$ cat config.mk
export PLATFORM = sky130hd
export DESIGN_NAME = lsu_byte_serialiser
export DESIGN_NICKNAME = d
export VERILOG_FILES = /design/src/rtl/lsu_pkg.sv /design/src/rtl/lsu_extend.sv /design/src/rtl/lsu_byte_serialiser.sv
export SDC_FILE = /design/constraint.sdc
export NUM_CORES = 1
export LEC_CHECK = 0
export CORE_MARGIN = 5
export CORE_UTILIZATION = 25
export CTS_BUF_LIST = sky130_fd_sc_hd__clkbuf_8
export CTS_CLUSTER_SIZE = 30
export DETAILED_ROUTE_END_ITERATION = 12
export PLACE_DENSITY = 0.54
export SYNTH_ARGS = -nofsm -noshare
export SYNTH_HDL_FRONTEND = slang
export SYNTH_SLANG_ARGS = --single-unit
$ cat constraint.sdc
create_clock -name clk -period 5.6 [get_ports clk]
set_clock_uncertainty 0.2 [all_clocks]
set_input_delay 0.56 -clock clk [delete_from_list [all_inputs] [get_ports clk]]
set_output_delay 0.56 -clock clk [all_outputs]
set_load 0.1 [all_outputs]
$ cat src/rtl/lsu_pkg.sv
// Shared definitions for the LSU byte serialiser: funct3 codes, memory width codes, FSM states.
package lsu_pkg;

   localparam logic [2:0] LB  = 3'b000;
   localparam logic [2:0] LH  = 3'b001;
   localparam logic [2:0] LW  = 3'b010;
   localparam logic [2:0] LBU = 3'b100;
   localparam logic [2:0] LHU = 3'b101;
   localparam logic [2:0] SB  = 3'b000;
   localparam logic [2:0] SH  = 3'b001;
   localparam logic [2:0] SW  = 3'b010;

   localparam logic [2:0] MEM_BYTE   = 3'b000;
   localparam logic [2:0] MEM_BYTE_U = 3'b100;

   typedef enum logic [1:0] {
      IDLE   = 2'd0,
      ACCESS = 2'd1,
      DONE   = 2'd2
   } state_t;

   function automatic logic is_illegal(input logic write, input logic [2:0] funct3);
      return (funct3[1:0] == 2'b11) || (write && funct3[2]) ||
             (!write && (funct3[2:1] == 2'b11));
   endfunction

   // Index of the final byte: 1, 2 or 4 bytes per access.
   function automatic logic [1:0] byte_last(input logic [2:0] funct3);
      case (funct3[1:0])
         2'b00:   return 2'd0;
         2'b01:   return 2'd1;
         default: return 2'd3;
      endcase
   endfunction

endpackage

$ cat src/rtl/lsu_extend.sv
// Load result extension: sign/zero extends the assembled bytes according to funct3.
module lsu_extend
   import lsu_pkg::*;
(
   input  logic [2:0]  funct3,
   input  logic [31:0] value,
   output logic [31:0] result
);

   always_comb begin
      result = '0;
      case (funct3)
         LB:      result = {{24{value[7]}}, value[7:0]};
         LH:      result = {{16{value[15]}}, value[15:0]};
         LW:      result = value;
         LBU:     result = {24'd0, value[7:0]};
         LHU:     result = {16'd0, value[15:0]};
         default: result = '0;
      endcase
   end

endmodule

$ cat src/rtl/lsu_byte_serialiser.sv
// Splits RV32I loads/stores into single-byte memory accesses, one byte per cycle,
// and reassembles load data into a single response.
module lsu_byte_serialiser
   import lsu_pkg::*;
(
   input  logic        clk,
   input  logic        reset,
   input  logic        req_valid,
   output logic        req_ready,
   input  logic        req_write,
   input  logic [2:0]  req_funct3,
   input  logic [31:0] req_addr,
   input  logic [31:0] req_wdata,
   output logic        resp_valid,
   output logic        resp_err,
   output logic [31:0] resp_rdata,
   output logic [31:0] address,
   output logic [2:0]  width,
   output logic [31:0] write_data,
   input  logic [31:0] read_data,
   output logic        read_enable,
   output logic        write_enable
);

   state_t      state;
   logic [1:0]  k, last_k, k_inc;
   logic [31:0] base, wdata, asm_q, asm_next, ext_data;
   logic        write_q;
   logic [2:0]  f3_q;

   logic [31:0] addr_q, wd_q, rdata_q;
   logic [2:0]  width_q;
   logic        re_q, we_q, rv_q, err_q;
   logic        unused_rd;

   assign unused_rd = ^read_data[31:8];
   assign k_inc     = k + 2'd1;

   always_comb begin
      asm_next = asm_q;
      asm_next[{k, 3'b000} +: 8] = read_data[7:0];
   end

   lsu_extend u_extend (
      .funct3 (f3_q),
      .value  (asm_next),
      .result (ext_data)
   );

   always_ff @(posedge clk) begin
      if (reset) begin
         state   <= IDLE;
         k       <= '0;
         last_k  <= '0;
         base    <= '0;
         wdata   <= '0;
         write_q <= 1'b0;
         f3_q    <= '0;
         asm_q   <= '0;
         addr_q  <= '0;
         width_q <= '0;
         wd_q    <= '0;
         re_q    <= 1'b0;
         we_q    <= 1'b0;
         rv_q    <= 1'b0;
         err_q   <= 1'b0;
         rdata_q <= '0;
      end else begin
         case (state)
            IDLE: begin
               if (req_valid) begin
                  base    <= req_addr;
                  wdata   <= req_wdata;
                  write_q <= req_write;
                  f3_q    <= req_funct3;
                  last_k  <= byte_last(req_funct3);
                  k       <= '0;
                  asm_q   <= '0;
                  if (is_illegal(req_write, req_funct3)) begin
                     state   <= DONE;
                     rv_q    <= 1'b1;
                     err_q   <= 1'b1;
                     rdata_q <= '0;
                  end else begin
                     // First byte goes out on the cycle right after acceptance.
                     state   <= ACCESS;
                     addr_q  <= req_addr;
                     width_q <= req_write ? MEM_BYTE : MEM_BYTE_U;
                     wd_q    <= req_write ? {24'd0, req_wdata[7:0]} : '0;
                     we_q    <= req_write;
                     re_q    <= !req_write;
                  end
               end
            end
            ACCESS: begin
               if (!write_q) asm_q <= asm_next;
               if (k == last_k) begin
                  state   <= DONE;
                  addr_q  <= '0;
                  width_q <= '0;
                  wd_q    <= '0;
                  we_q    <= 1'b0;
                  re_q    <= 1'b0;
                  rv_q    <= 1'b1;
                  err_q   <= 1'b0;
                  rdata_q <= write_q ? '0 : ext_data;
               end else begin
                  k      <= k_inc;
                  addr_q <= base + {30'd0, k_inc};
                  wd_q   <= write_q ? {24'd0, wdata[{k_inc, 3'b000} +: 8]} : '0;
               end
            end
            DONE: begin
               state   <= IDLE;
               rv_q    <= 1'b0;
               err_q   <= 1'b0;
               rdata_q <= '0;
            end
            default: state <= IDLE;
         endcase
      end
   end

   // Reset masks every output so an in-flight access stops issuing enables at once.
   assign req_ready    = (state == IDLE) && !reset;
   assign address      = reset ? '0 : addr_q;
   assign width        = reset ? '0 : width_q;
   assign write_data   = reset ? '0 : wd_q;
   assign read_enable  = re_q && !reset;
   assign write_enable = we_q && !reset;
   assign resp_valid   = rv_q && !reset;
   assign resp_err     = err_q && !reset;
   assign resp_rdata   = reset ? '0 : rdata_q;

endmodule

==> flow_metrics.tcl <==
set metrics [dict create \
    synth.area.top_cells "dfxtp_1 40%, nand2_1 7.1%, a21oi_1 6.1%" \
    antenna_found_initial 1 \
    n_fill_cell 3920 \
    ctsResizeCount 0 \
    dr.pass1.iters 5 \
    numCtsBuffers 17 \
    gp_congestion 0.812 \
    start_kind "register" \
    dp_hpwl_mm 19.6 \
    cp_top_family "buffers and inverters" \
    fin_crit_sh_pct 66.5 \
    hold_end "wdata[20]$_SDFFE_PP0P_" \
    ys.flop_type "dfxtp_1" \
    synth_top_area_share_pct 39.8 \
    grt_pass1_wl_mm 45.4 \
    drive_gt1_share_pct 7.10 \
    clock.fmax_mhz 269 \
    globalRouteTotalUtil_pct 13.9 \
    dp_slack_ns 1.91 \
    hold_viol 0 \
    initial_utilization_pct 25.1 \
    avgSynthCellArea_um2 8.29 \
    die_x_um 201 \
    synth_seq_cells 182 \
    routed_wl_mm 28.8 \
    syn2layout_area_growth_pct 23.9 \
    mostFrequentLayoutCells "182 x dfxtp_1, 172 x nand2_1, 155 x clkdlybuf4s50_1, 112 x a21oi_1, 82 x nor2_1" \
    rr_worst_depth 9 \
    clock_latency_ns 0.49 \
    power_density_nw_per_um2 289 \
    report.final.slew_viol_count 0 \
    vias 8236 \
    drc 0 \
    tightest_slew_ns 1.17 \
    ant_nets 0 \
    grt_overflow 0 \
    status "finished clean" \
    ctsHoldBuffers 0 \
    core_um2 36400 \
    critPathMaxFanout 10 \
    final_common_cell "dfxtp_1" \
    crit_buf_inv 3 \
    port_buffers 156 \
    synth.distinct_cells 66 \
    setup_slack_ns 1.88 \
    tns_ns 0 \
    clkSinkCount 182 \
    post-route-min-period_ns 3.72 \
    ir_worst_vdd_mv 0.129 \
    reg2reg_slack_ns 2.12 \
    clock_path_buffers 2 \
    clkTransAtPathRegs_ns 0.10 \
    ys_async_sr_fraction_pct 0 \
    vias_per_cell 4.86 \
    drtIter0Drc 605 \
    worstReg2RegEnd "rdata_q[31]$_SDFFE_PP0P_" \
    slowest_delay_ns 1.20 \
    cts_tree "built" \
    yosys_warnings 0 \
    synth_top_area_cell "dfxtp_1" \
    cp_common_cell "inv_1" \
    synth_edf_count 0 \
    syn-cell-area_um2 9160 \
    fin_nets 1328 \
    final-seq-area_um2 3640 \
    multi_input_area_um2 4970 \
    slew_headroom_pct 21.9 \
    post_cts_buffers 0 \
    hp-class "register to register" \
    r2r-start "k[0]$_SDFFE_PP0P_" \
    detail_route.wl_per_cell_um 17.0 \
    synth_cells 1105 \
    leakagePower_nw 3.95 \
    cp_slowest_cell "clkdlybuf4s50_1" \
    setup.worst_path.end_class "output port" \
    die_area_um2 40600 \
    core.rowCount 70 \
    cts_htree_levels 4 \
    crit_type "register to output port" \
    ys_seq_area_share_pct 39.8 \
    diodes 0 \
    crit_arrival_ns 2.96 \
    io_pins 207 \
    root_buffer "clkbuf_8" \
    cp_data_required_time_ns 4.84 \
    rsz0062_at_grt "no" \
    grt_pass1_vias 8022 \
    crit_chain "inv_1, ha_1, inv_1, nor2_1, clkdlybuf4s50_1" \
    cap_violations 0 \
    die_y_um 201 \
    setup_viol 0 \
    hold-path-cell-count 2 \
    min_from "wdata[20]$_SDFFE_PP0P_" \
    grt_max_degree 118 \
]
[cell type report]
type / count / share of cell area, %
clock inverters: 13 / 1.00
inverters: 23 / 0.761
flip-flops and latches: 182 / 32.1
clock buffers: 19 / 2.30
well taps: 468 / 5.16
repair buffers: 172 / 14.8
multi-input cells: 817 / 43.8
[metrics by stage]
| stage | cells | utilization, % | cell area, um^2 | hold slack (ns) | power [mW] |
|---|---|---|---|---|---|
| after global routing | 1694 | 31.1 | 11300 | 0.275 | 3.46 |
| final | 1694 | 31.1 | 11300 | 0.254 | 3.28 |
| after floorplan | 1130 | - | 9260 | 0.227 | 2.18 |
| after detailed placement | 1662 | 30.1 | 11000 | 0.243 | 2.43 |
| after CTS | 1694 | 31.1 | 11300 | 0.257 | 3.34 |
| after global placement | 1662 | 30.1 | 11000 | 0.235 | 2.43 |
[worst min-delay path, cell delays in order (launching register included)]
cell     delay [ns]
dfxtp_1        0.32
nand2_1        0.05
a21oi_1        0.05
[state kept, by name, indices dropped and copies added (netlist names), 2 cells and up]
name     flops
addr_q      32
asm_q       32
base        32
f3_q         3
k            2
last_k       2
rdata_q     32
state        2
wd_q         8
wdata       32
[power breakdown]
part | switching, mW | internal (mW)
clock network | 0.540 | 0.344
logic | 0.672 | 0.267
registers | 0.0697 | 1.39
[worst max-delay path by stage]
stage | startpoint | end | slack [ns] | depth (start not counted)
CTS | state[1]$_SDFFE_PP0P_ | req_ready | 1.80 | 5
floorplan | reset | width[2] | 2.02 | 4
detailed placement | reset | write_enable | 1.91 | 4
global route | state[1]$_SDFFE_PP0P_ | req_ready | 1.66 | 5
global placement | reset | write_enable | 1.92 | 4
finish | state[1]$_SDFFE_PP0P_ | req_ready | 1.88 | 5
[metal layers]
metal  vias to the layer above  global-route usage, %  wire, um  share of wire [%]
li1                       4067                      -         -                  -
met1                      3912                   18.4     13100                 45
met2                       231                   22.7     13700                 47
met3                        24                   4.19      1760                6.1
met4                         2                   2.51       261               0.90
met5                         -                      0        20              0.069
[logic make-up after synthesis]
logic type	share of synthesized area, %
and+or+nand+nor	23.6
AOI/OAI and AO/OA	23.1
DFF	39.8
buffers and inverters	7.09
xor gates and xnor gates	2.77
adders and majority gates	1.72
muxes	1.97
other	0.0409
[synth_stat cells (7+ instances only)]
cell,number
dfxtp_1,182
nand2_1,173
a21oi_1,112
nor2_1,82
nor2b_1,80
clkbuf_1,47
a22oi_1,39
buf_4,32
nor3_1,23
a211oi_1,22
inv_1,22
o2bb2ai_1,20
a221oi_1,19
buf_2,18
xor2_1,17
nand4_1,15
o21ai_0,15
nand3_1,14
and3_1,13
a22o_1,12
xnor2_1,12
ha_1,11
o2bb2ai_2,10
a21o_1,9
buf_1,9
a32oi_1,8
mux4_2,8
and4_1,7
o22ai_1,7
(Power assumes the default switching activity.)
==> RTL change 1: new RTL, same flow settings <==
Make the reset (`reset`) asynchronous in one clocked block.
--- a/src/rtl/lsu_byte_serialiser.sv
+++ b/src/rtl/lsu_byte_serialiser.sv
@@ -48,5 +48,5 @@
    );
 
-   always_ff @(posedge clk) begin
+   always_ff @(posedge clk or posedge reset) begin
       if (reset) begin
          state   <= IDLE;
Behaviour: no difference found for any inputs over 4 cycles, from zero or initial values and one cycle with reset high; that may be too few to reach the edited logic, so the function may still have changed.
==> RTL change 1 against the original RTL <==
  * Cell area rose by 5.1%
  * Largest cell class unchanged
  * Setup slack got worse by 0.021 ns
  * Global-route usage fell by 0.77 points
  * Area after synthesis rose by 4.3%
  * Sequential cell count did not move
  * Synthesized cell count fell by 15%
  * Wire length fell by 4.8%
  * Highest routed layer unchanged
Power is not compared: it rests on default switching activity, and its combinational part moved more than twofold at a synthesized area within 25%.
==> RTL change 1: results (changes against the original RTL) <==
INFO  drt            via_per_inst=4.60 [-5.3%]
INFO  grt            grt_first_pass_wirelength=43500µm [-4.1%]
INFO  grt            gr-usage-met3=2.62% [-1.6 points]
INFO  logic_synthesis synth_top_cells_by_count=sky130_fd_sc_hd__dfrtp_1 (182), sky130_fd_sc_hd__nor2b_1 (113), sky130_fd_sc_hd__nand2_1 (84)
INFO  critical_path  r2r_end=addr_q[30]
INFO  grt            grt.total_usage=13.1% [-0.77 points]
INFO  logic_synthesis yosysSeqAreaShare=47.7% [+7.9 points]
INFO  critical_path  timing.critical_path.fanout_max=15 [+5]
INFO  drt            drt_iter0_drc=317 [-48%]
INFO  critical_path  ff2ff_path_depth=8 [-1]
INFO  grt            grt_start_max_net_pins=183 [+55%]
INFO  placed_design  gpl.final_weighted_congestion=0.762 [-6.1%]
INFO  drt            detailedRoute.firstPassIterationCount=4 [-1]
INFO  logic_synthesis ys_async_sr_fraction=100% [+100 points]
INFO  hold_path      min_from=rdata_q[31]
INFO  run_status     outcome=completed
INFO  final_layout   nNetsFinal=1186 [-11%]
INFO  logic_synthesis dominantRegCellSynth=sky130_fd_sc_hd__dfrtp_1
INFO  grt            grtUsageMet1=17.4% [-0.97 points]
INFO  power_and_ir_drop clock_net_power=899µW
INFO  logic_synthesis synth_unique_cells=65 [-1.5%]
INFO  hold_path      worst_hold_path.endpoint=rdata_q[31]
INFO  critical_path  crit_arrival=2.98ns [+0.02 ns]
INFO  hold_path      hold_path.class=register to register
INFO  timing         slew_headroom=29.4% [+7.4 points]
INFO  drt            wl=27500µm [-4.8%]
INFO  logic_synthesis synth.area.top_cells=sky130_fd_sc_hd__dfrtp_1 (48%), sky130_fd_sc_hd__nor2b_1 (7.4%), sky130_fd_sc_hd__mux2_2 (7.1%), sky130_fd_sc_hd__nand2_1 (3.3%), sky130_fd_sc_hd__a21oi_1 (3.2%)
INFO  final_layout   drive_above_1_share=12.1% [+5.0 points]
INFO  placed_design  hpwl_after_dpl=18800µm [-4.4%]
INFO  hold_path      min_path_cells=2 [unchanged]
INFO  grt            first_global_vias=7611 [-5.1%]
INFO  clocking       clk_root_buffer_cell=sky130_fd_sc_hd__clkbuf_8
INFO  clocking       ctsHtreeMaxLevel=4 [unchanged]
INFO  critical_path  cp-startpoint=state[0]
INFO  placed_design  placed_area=11500µm² [+5.3%]
INFO  grt            antenna_violations_before_repair=2 [+1]
INFO  critical_path  ff2ff_setup_slack=1.93ns [-0.19 ns]
INFO  grt            use_met2=21.6% [-1.1 points]
[RTL change 1: layout make-up]
class,instances,area (µm²)
Fill cell,3987,25700
Multi-Input combinational cell,681,4600
Sequential cell,182,4550
Timing Repair Buffer,172,1690
Tap cell,511,639
Clock buffer,18,248
Clock inverter,14,126
Inverter,17,67.6
Antenna cell,1,2.50
[RTL change 1: logic make-up (layout without fill, tap and decap cells)]
| kind of cell | count (synthesis) | after routing | share of synthesized area, % |
|---|---|---|---|
| adder cells (fa/ha/maj) | 12 | 12 | 1.65 |
| flip-flops | 182 | 182 | 47.7 |
| XOR/XNOR | 32 | 32 | 3.01 |
| multiplexers | 73 | 73 | 9.48 |
| AND/OR/NAND/NOR | 303 | 303 | 17.2 |
| AO/OA/AOI/OAI | 235 | 235 | 15.7 |
| buffers and inverters | 100 | 221 | 5.32 |
| other | 1 | 27 | 0.0392 |
[RTL change 1: routing by layer]
metal	wire length, µm	vias to the layer above
met1	12700	3645
met2	13300	151
li1	-	3531
met5	19	-
met3	1090	20
met4	429	2
[RTL change 1: metrics by stage]
step / total power [µW] / std cells / worst slack, ns / hold slack [ns]
floorplan: 4370 / 963 / 2.01 / 0.242
global placement: 5090 / 1563 / 1.90 / 0.254
detailed placement: 5140 / 1563 / 1.87 / 0.263
CTS: 6070 / 1595 / 1.80 / 0.285
global route: 6380 / 1596 / 1.56 / 0.301
finish: 5980 / 1596 / 1.86 / 0.283
[RTL change 1: critical path, stage by stage (launching register included)]
cell	delay (ns)
sky130_fd_sc_hd__dfrtp_1	0.43
sky130_fd_sc_hd__inv_1	0.12
sky130_fd_sc_hd__ha_1	0.57
sky130_fd_sc_hd__nor2b_1	0.21
sky130_fd_sc_hd__clkdlybuf4s50_1	1.16
==> RTL change 2: new RTL, config.mk and constraints unchanged <==
Without the edit above. Encoding of `state_t`: now one-hot (3 bits for 3 states).
--- a/src/rtl/lsu_pkg.sv
+++ b/src/rtl/lsu_pkg.sv
@@ -14,8 +14,8 @@
    localparam logic [2:0] MEM_BYTE_U = 3'b100;
 
-   typedef enum logic [1:0] {
-      IDLE   = 2'd0,
-      ACCESS = 2'd1,
-      DONE   = 2'd2
+   typedef enum logic [2:0] {
+      IDLE   = 3'b001,
+      ACCESS = 3'b010,
+      DONE   = 3'b100
    } state_t;
 
Check against the original RTL: no difference found for any inputs over 4 cycles, from zero or initial values and one cycle with reset high; so few cycles prove little.
==> RTL change 2 against the original RTL <==
  * Cell area barely moved
  * Setup slack got worse by 0.072 ns
  * Global-route usage rose by 0.59 points
  * Area after synthesis fell by 0.89%
  * Wire length rose by 4.1%
  * Combinational power fell by 25%
  * Utilization rose by 0.58 points
  * Power fell by 3.6%
  * Sequential cell count rose by 1
  * Register-to-register slack got worse by 0.32 ns
  * Critical path depth rose by 3
  * Fmax fell by 1.9%
==> RTL change 2: results (changes against the original RTL) <==
INFO  clocking       numCtsBuffers=17 [unchanged]
INFO  clocking       cts-root-to-sink-buffers=2 [unchanged]
INFO  grt            grt_start_max_net_pins=86 [-27%]
INFO  logic_synthesis yosysSeqAreaShare=40.3% [+0.58 points]
INFO  power_and_ir_drop vdd.ir_drop.worst=0.000149V [+16%]
INFO  placed_design  dpl.cell_count=1705 [+2.6%]
INFO  clocking       ctsResizeCount=0 [unchanged]
INFO  drt            routedWlPerCell=17.3µm [+1.5%]
INFO  logic_synthesis synth_top_cells_by_count=sky130_fd_sc_hd__dfxtp_1 (183), sky130_fd_sc_hd__nand2_1 (178), sky130_fd_sc_hd__a21oi_1 (137)
INFO  final_layout   num-fill-cells=3865 [-1.4%]
INFO  power_and_ir_drop switching_share=35.3% [-3.7 points]
INFO  logic_synthesis synthesis.yosys.warnings=0 [unchanged]
INFO  timing         timing_worst_slew_pin_value=1.29ns [+0.121 ns]
INFO  power_and_ir_drop total_leakage_power=0.00381µW [-3.3%]
INFO  run_status     outcome=completed
INFO  drt            route.antenna.remaining_nets=0 [unchanged]
INFO  clocking       clock_insertion_delay_worst_skew=0.50ns
INFO  critical_path  path_class=register to register
INFO  clocking       clk_pin_slew_worst_paths=0.10ns [about the same]
INFO  drt            drt_iter0_drc=476 [-21%]
INFO  placed_design  gpl.final_weighted_congestion=0.800 [-1.6%]
INFO  final_layout   nNetsFinal=1374 [+3.5%]
INFO  logic_synthesis synth_unique_cells=61 [-7.6%]
INFO  clocking       post_cts.repair.setup_buffers=0 [unchanged]
INFO  logic_synthesis ys_async_sr_fraction=0% [unchanged]
INFO  clocking       clk_root_buffer_cell=sky130_fd_sc_hd__clkbuf_8
INFO  critical_path  timing.critical_path.fanout_max=16 [+6]
INFO  grt            first_global_vias=8205 [+2.3%]
INFO  grt            antenna_violations_before_repair=3 [+2]
INFO  placed_design  hpwl_after_dpl=20200µm [+3.1%]
INFO  hold_path      hold_path.class=register to register
INFO  placed_design  dp_worst_setup_slack=1.83ns [-0.0802 ns]
INFO  final_layout   drive_above_1_share=5.33% [-1.8 points]
INFO  clocking       ctsHtreeMaxLevel=4 [unchanged]
INFO  drt            via_per_inst=4.91 [+0.90%]
INFO  logic_synthesis syn_inst=1170 [+5.9%]
INFO  grt            grt_first_pass_wirelength=47100µm [+3.8%]
INFO  placed_design  portBuffers=156 [unchanged]
INFO  grt            grt.total_usage=14.5% [+0.59 points]
INFO  logic_synthesis synth.area.top_cells=sky130_fd_sc_hd__dfxtp_1 (40%), sky130_fd_sc_hd__a21oi_1 (7.6%), sky130_fd_sc_hd__nand2_1 (7.4%), sky130_fd_sc_hd__nor2b_1 (5.9%), sky130_fd_sc_hd__nor2_1 (3.7%)
INFO  drt            dr_total_vias=8526 [+3.5%]
INFO  drt            detailedRoute.firstPassIterationCount=5 [unchanged]
-- RTL change 2: worst paths after layout --
path / from / to / slack, ns / cells past startpoint
setup / recovery: k[1] / rdata_q[23] / 1.80 / 8
hold / removal: asm_q[1] / asm_q[1] / 0.25 / 2
setup reg to reg: k[1] / rdata_q[23] / 1.80 / 8
hold reg to reg: asm_q[1] / asm_q[1] / 0.25 / 2
-- RTL change 2: area by class of cell --
type | count | area share, %
diodes | 1 | 0.0221
clock buffers | 18 | 2.18
clock inverters | 14 | 1.67
inverters | 39 | 1.29
multi-input cells | 852 | 42.7
flip-flops and latches | 183 | 32.3
well taps | 461 | 5.09
repair buffers | 170 | 14.7
-- RTL change 2: power by group through the flow --
stage / combinational [µW] / sequential (µW) / clock, µW
4_1_cts: 707 / 1450 / 1060
2_1_floorplan: 528 / 1450 / 0
5_1_grt: 753 / 1460 / 1110
3_5_place_dp: 704 / 1470 / 0
3_3_place_gp: 700 / 1470 / 0
6_report: 700 / 1450 / 1020
-- RTL change 2: cells by family (layout without fill, tap and decap cells) --
group                      count (synthesis)  in the layout  share of synthesized area (%)
xor gates and xnor gates                  14             14                           1.35
AOI/OAI and AO/OA                        326            326                           21.9
muxes                                     10             10                           2.20
DFF                                      183            183                           40.3
and+or+nand+nor                          468            468                           25.2
adders and majority gates                  8              8                           1.18
buffers and inverters                    160            241                           7.81
other                                      1             27                         0.0413
-- RTL change 2: per-stage QoR --
stage,area [µm²],power [µW],util [%]
final,11300,3170,31.7
after global routing,11300,3320,31.7
after CTS,11300,3210,31.7
after detailed placement,10900,2180,30.5
after global placement,10900,2170,30.5
after floorplan,9180,1970,-
-- RTL change 2: worst max-delay path, stage by stage, from the launching register on --
cell and delay [ns]:
sky130_fd_sc_hd__dfxtp_1 0.46, sky130_fd_sc_hd__inv_1 0.12, sky130_fd_sc_hd__ha_1 0.38, sky130_fd_sc_hd__buf_4 0.34
sky130_fd_sc_hd__nor3b_1 0.10, sky130_fd_sc_hd__a31oi_1 0.40, sky130_fd_sc_hd__nor4_2 0.18, sky130_fd_sc_hd__o21bai_1 1.04
sky130_fd_sc_hd__o311ai_0 0.35
-- RTL change 2: per-layer routing --
metal / global-route usage [%] / vias up / routed length, µm / part of all wire [%]
met5: 0 / - / 40 / 0.13
met4: 4.06 / 4 / 438 / 1.5
met3: 3.59 / 30 / 1520 / 5.1
met2: 22.8 / 228 / 13700 / 46
met1: 19.8 / 4037 / 14300 / 48
li1: - / 4227 / - / -
